File: src/rtl/conv_arbiter.sv
// rtl/conv_arbiter.sv - round-robin arbiter sharing one base-4 converter between two requesters
// Optional WAIT timeout enabled by defining CONV_ARB_TIMEOUT_EN.
module conv_arbiter #(
    parameter int DW      = 8,
    parameter int TIMEOUT = 32
) (
    input  logic            Clk,
    input  logic            Rst_n,
    input  logic [1:0]      Req,
    input  logic [4*DW-1:0] Digits0,
    input  logic [4*DW-1:0] Digits1,
    output logic [1:0]      Done,
    output logic [DW-1:0]   Result,
    output logic            Err,
    output logic            Busy,
    output logic            ConvStart,
    output logic [DW-1:0]   ConvX,
    input  logic [DW-1:0]   ConvR,
    input  logic            ConvAck
);

    typedef enum logic [2:0] {IDLE, START, FEED, WAIT, RESP} state_t;

    state_t          state, state_nx;
    logic            grant, grant_nx;
    logic            last, last_nx;
    logic [4*DW-1:0] digit_buf, digit_buf_nx;
    logic [1:0]      feed_idx, feed_idx_nx;
    logic [1:0]      done_nx;
    logic [DW-1:0]   result_nx;
    logic            err_nx;
    logic            busy_nx;
    logic            start_nx;
    logic [DW-1:0]   convx_nx;
    logic [4*DW-1:0] sel_digits;

    assign sel_digits = grant ? Digits1 : Digits0;

`ifdef CONV_ARB_TIMEOUT_EN
    localparam int CW = (TIMEOUT > 1) ? $clog2(TIMEOUT) : 1;
    logic [CW-1:0] wait_cnt, wait_cnt_nx;
    logic          timed_out;
    assign timed_out = (wait_cnt == CW'(TIMEOUT - 1));
`else
    logic unused_timeout;
    assign unused_timeout = (TIMEOUT != 0);
`endif

    always_ff @(posedge Clk) begin
        if (!Rst_n) begin
            state     <= IDLE;
            grant     <= 1'b0;
            last      <= 1'b1;
            digit_buf <= '0;
            feed_idx  <= '0;
            Done      <= '0;
            Result    <= '0;
            Err       <= 1'b0;
            Busy      <= 1'b0;
            ConvStart <= 1'b0;
            ConvX     <= '0;
`ifdef CONV_ARB_TIMEOUT_EN
            wait_cnt  <= '0;
`endif
        end else begin
            state     <= state_nx;
            grant     <= grant_nx;
            last      <= last_nx;
            digit_buf <= digit_buf_nx;
            feed_idx  <= feed_idx_nx;
            Done      <= done_nx;
            Result    <= result_nx;
            Err       <= err_nx;
            Busy      <= busy_nx;
            ConvStart <= start_nx;
            ConvX     <= convx_nx;
`ifdef CONV_ARB_TIMEOUT_EN
            wait_cnt  <= wait_cnt_nx;
`endif
        end
    end

    always_comb begin
        state_nx     = state;
        grant_nx     = grant;
        last_nx      = last;
        digit_buf_nx = digit_buf;
        feed_idx_nx  = feed_idx;
        done_nx      = 2'b00;
        result_nx    = Result;
        err_nx       = 1'b0;
        busy_nx      = Busy;
        start_nx     = 1'b0;
        convx_nx     = '0;
`ifdef CONV_ARB_TIMEOUT_EN
        wait_cnt_nx  = wait_cnt;
`endif
        case (state)
            IDLE: begin
                if (|Req) begin
                    // last holds the requester served most recently; contention goes to the other one
                    grant_nx = (Req == 2'b11) ? ~last : Req[1];
                    state_nx = START;
                    start_nx = 1'b1;
                    busy_nx  = 1'b1;
                end
            end
            START: begin
                // digit 0 goes straight out; the buffer keeps the rest, shifted down
                convx_nx     = sel_digits[DW-1:0];
                digit_buf_nx = sel_digits >> DW;
                feed_idx_nx  = 2'd0;
                state_nx     = FEED;
            end
            FEED: begin
                if (feed_idx == 2'd3) begin
                    state_nx = WAIT;
`ifdef CONV_ARB_TIMEOUT_EN
                    wait_cnt_nx = '0;
`endif
                end else begin
                    convx_nx     = digit_buf[DW-1:0];
                    digit_buf_nx = digit_buf >> DW;
                    feed_idx_nx  = feed_idx + 2'd1;
                end
            end
            WAIT: begin
                if (ConvAck) begin
                    result_nx = ConvR;
                    done_nx   = grant ? 2'b10 : 2'b01;
                    state_nx  = RESP;
`ifdef CONV_ARB_TIMEOUT_EN
                end else if (timed_out) begin
                    result_nx = '0;
                    err_nx    = 1'b1;
                    done_nx   = grant ? 2'b10 : 2'b01;
                    state_nx  = RESP;
                end else begin
                    wait_cnt_nx = wait_cnt + CW'(1);
`endif
                end
            end
            RESP: begin
                last_nx  = grant;
                busy_nx  = 1'b0;
                state_nx = IDLE;
            end
            default: state_nx = IDLE;
        endcase
    end

endmodule

File: config.mk
export PLATFORM = sky130hd
export DESIGN_NAME = conv_arbiter
export DESIGN_NICKNAME = d
export VERILOG_FILES = /design/src/rtl/conv_arbiter.sv
export SDC_FILE = /design/constraint.sdc
export NUM_CORES = 1
export LEC_CHECK = 0
export ABC_AREA = 1
export ABC_CLOCK_PERIOD_IN_PS = 2000
export BUFFER_PORTS_ARGS = -buffer_cell sky130_fd_sc_hd__buf_2
export CORE_UTILIZATION = 49
export DETAILED_ROUTE_END_ITERATION = 12
export PLACE_DENSITY = 0.9
export SYNTH_ARGS = -nofsm -noshare
export SYNTH_HDL_FRONTEND = slang
export SYNTH_SLANG_ARGS = --single-unit
File: constraint.sdc
create_clock -name Clk -period 2 [get_ports Clk]
set_clock_uncertainty 0.2 [all_clocks]
set_input_delay 0.4 -clock Clk [delete_from_list [all_inputs] [get_ports Clk]]
set_output_delay 0.4 -clock Clk [all_outputs]
set_load 0.02 [all_outputs]
==> impl_metrics.toml <==
[global_route]
grt_util_all_layers_pct = 23.3
grt_start_max_net_pins = 35
grt-ovfl-total = 0
antenna_found_initial = 0
grt_pass1_wl_mm = 11.0
grt_pass1_vias = 2594

[drt]
wl_met2_mm = 3.29
wire_per_inst_um = 11.7
top_layer = "met4"
dr_total_vias = 2834
drt-met1-wl_mm = 2.83
drt_iter0_markers = 245
drt_wl_total_mm = 6.59
drc = 0
viasPerCell = 5.02
wl_met3_um = 373
firstDrtPassIters = 5
ant_nets = 0

[synthesis]
ys_warn_count = 0
synthDistinctLibCells = 28
syn_nets = 490
ys_seq_elements = 51
syn_avg_cell_area_um2 = 6.51
syn_area_um2 = 2680
seq_area_frac_synth_pct = 38.1
synthCells = 412

[placement]
place_hpwl_mm = 4.60
portBuffers = 96
gp_congestion = 0.772

[sta]
fmax_mhz = 545
tightest_slew_ns = 0.565
slew-limit-headroom_pct = 62.3
fin_crit_ns = 1.84
rsz0062_at_grt = "no"
setup_viol = 0
tns_ns = 0
hold_violations = 0
finalCritPeriodShare_pct = 91.8
drv_slew = 0

[clock_network]
cts_buffers = 5
cts_resized = 0
cts.clk_slew.worst_paths_ns = 0.09
clock_latency_ns = 0.31
hold_buffers = 0
cts.sinks = 51
cts_tree = "built"
cts.htree.levels = 2
root_buffer = "clkbuf_8"
clk_path_buf_depth = 2
cts_setup_buffers = 0

[run]
max-cap-violations = 0

[cells_and_area]
areaGrowthSynthToFinish_pct = 20.8
drive_gt1_share_pct = 24.9
n_antenna_cell = 0
finalNetCount = 571

[worst_hold_path]
holdCritStartpoint = "ConvR[3]"
hp-class = "primary input to register"
hold_path_end = "Result[3]$_SDFFE_PN0P_"
hold_path_depth = 3

[die]
dieArea_um2 = 5770
coreArea_um2 = 5200
die_w_um = 76.0
rows = 26
start_util_pct = 51.5
num_io_pins = 98
die_h_um = 76.0

[pwr]
ir_drop_mv = 0.783
power.density_nw_per_um2 = 1270
leakagePower_nw = 1.68
power.total_w = 0.00413

[status]
status = "completed"

[setup_path]
crit_path_start_kind = "register"
critical_path_arrival_ns = 1.88
crit_fanout = 27
timing.rr.end = "digit_buf[9]$_SDFFE_PN0P_"
required_ns = 2.05
critPathKind = "register to register"
cp-end-kind = "register"
reg2reg_slack_ns = 0.16
worstRegToRegCells = 7
r2r-start = "feed_idx[0]$_SDFFE_PN0P_"
==> metal layers <==
layer,vias up,global-route usage (%)
met5,-,0
met4,0,5.77
met3,13,5.87
met2,92,42.4
met1,1252,27.3
li1,1477,-
==> state kept, by name (all words and copies together), names as in the netlist <==
| register | cells |
|---|---|
| feed_idx | 2 |
| Result | 8 |
| Done | 2 |
| ConvStart | 1 |
| grant | 1 |
| Busy | 1 |
| ConvX | 8 |
| digit_buf | 24 |
| last | 1 |
| state | 3 |
==> cells by family (layout without fill, tap and decap cells) <==
logic type      Yosys count  count (layout)  share of synthesized area, %
compound gates           30              30                          5.69
fa+ha+maj                 1               1                         0.466
buf+inv                  38             120                          7.79
flops                    51              51                          38.1
other cells               1               1                         0.140
simple gates            291             291                          47.9
==> worst max-delay path: stages (launching register included) <==
cell      delay (ns)
dfxtp_1         0.36
ha_1            0.15
clkinv_1        0.23
nand3_4         0.36
nand2_4         0.12
inv_4           0.17
nor2_1          0.07
nor2_1          0.10
==> Yosys cell counts (all sizes together) <==
library cell	n	area share [%]
clkbuf	10	1.4
nand3b	17	4.8
nor2	44	6.8
o21ai	3	0.56
nand3	38	7.6
conb	1	0.14
dfxtp	51	38
buf	18	4.9
o211ai	1	0.28
inv	8	1.2
nand2	181	26
a21oi	26	4.9
clkinv	2	0.33
nor3	2	0.56
ha	1	0.47
nand4	9	2.1
==> layout by cell type, fill, tap and decap left out <==
| cell type | instances |
|---|---|
| nand2_1 | 177 |
| buf_2 | 96 |
| dfxtp_1 | 51 |
| nor2_1 | 41 |
| nand3_1 | 37 |
| a21oi_1 | 26 |
| nand3b_1 | 17 |
| nand4_1 | 9 |
| clkbuf_8 | 6 |
| inv_1 | 5 |
| buf_4 | 5 |
| nor2_4 | 2 |
| inv_2 | 2 |
| nand2_4 | 2 |
| nand2_2 | 2 |
| o21ai_0 | 2 |
| clkinv_1 | 1 |
| nand3_4 | 1 |
| nor2_2 | 1 |
| inv_4 | 1 |
| clkinv_2 | 1 |
| nor3_2 | 1 |
| o211ai_1 | 1 |
| o21ai_1 | 1 |
| nor3_1 | 1 |
| ha_1 | 1 |
| conb_1 | 1 |
| clkinv_4 | 1 |
| clkinvlp_4 | 1 |
| buf_12 | 1 |
==> report_power, final <==
| part | switching [W] | internal, W | total (W) |
|---|---|---|---|
| Clock | 0.000354 | 0.000283 | 0.000637 |
| Combinational | 0.00131 | 0.000688 | 0.00200 |
| Sequential | 0.000165 | 0.00133 | 0.00149 |
==> how the worst max path moves through the flow <==
stage / startpoint / endpoint / slack (ns) / cells past startpoint
after CTS: feed_idx[0]$_SDFFE_PN0P_ / digit_buf[9]$_SDFFE_PN0P_ / 0.18 / 7
after global placement: feed_idx[0]$_SDFFE_PN0P_ / digit_buf[5]$_SDFFE_PN0P_ / 0.32 / 7
after detailed placement: feed_idx[0]$_SDFFE_PN0P_ / feed_idx[0]$_SDFFE_PN0P_ / 0.20 / 6
final: feed_idx[0]$_SDFFE_PN0P_ / digit_buf[9]$_SDFFE_PN0P_ / 0.16 / 7
after floorplan: feed_idx[0]$_SDFFE_PN0P_ / digit_buf[0]$_SDFFE_PN0P_ / 0.47 / 7
after global routing: feed_idx[0]$_SDFFE_PN0P_ / digit_buf[0]$_SDFFE_PN0P_ / 0.02 / 7
==> cell type report <==
class,count,area (um^2)
clock buffer,6,82.6
clock inverter,2,16.3
fill,492,1970
inverter,10,41.3
multi-input combinational,323,1450
sequential,51,1020
tap,70,87.6
timing repair buffer,102,538
==> per-stage QoR <==
step                hold WS [ns]  cell area, um^2  util [%]  setup WS (ns)  cells
floorplan                  0.246             2680         -          0.474    412
global placement           0.246             3140      60.3          0.321    556
detailed placement         0.255             3140      60.3          0.204    556
CTS                        0.137             3240      62.2          0.181    564
global route               0.139             3240      62.2         0.0195    564
finish                     0.142             3240      62.2          0.165    564
Note: power is estimated with default switching activity, not from simulation.
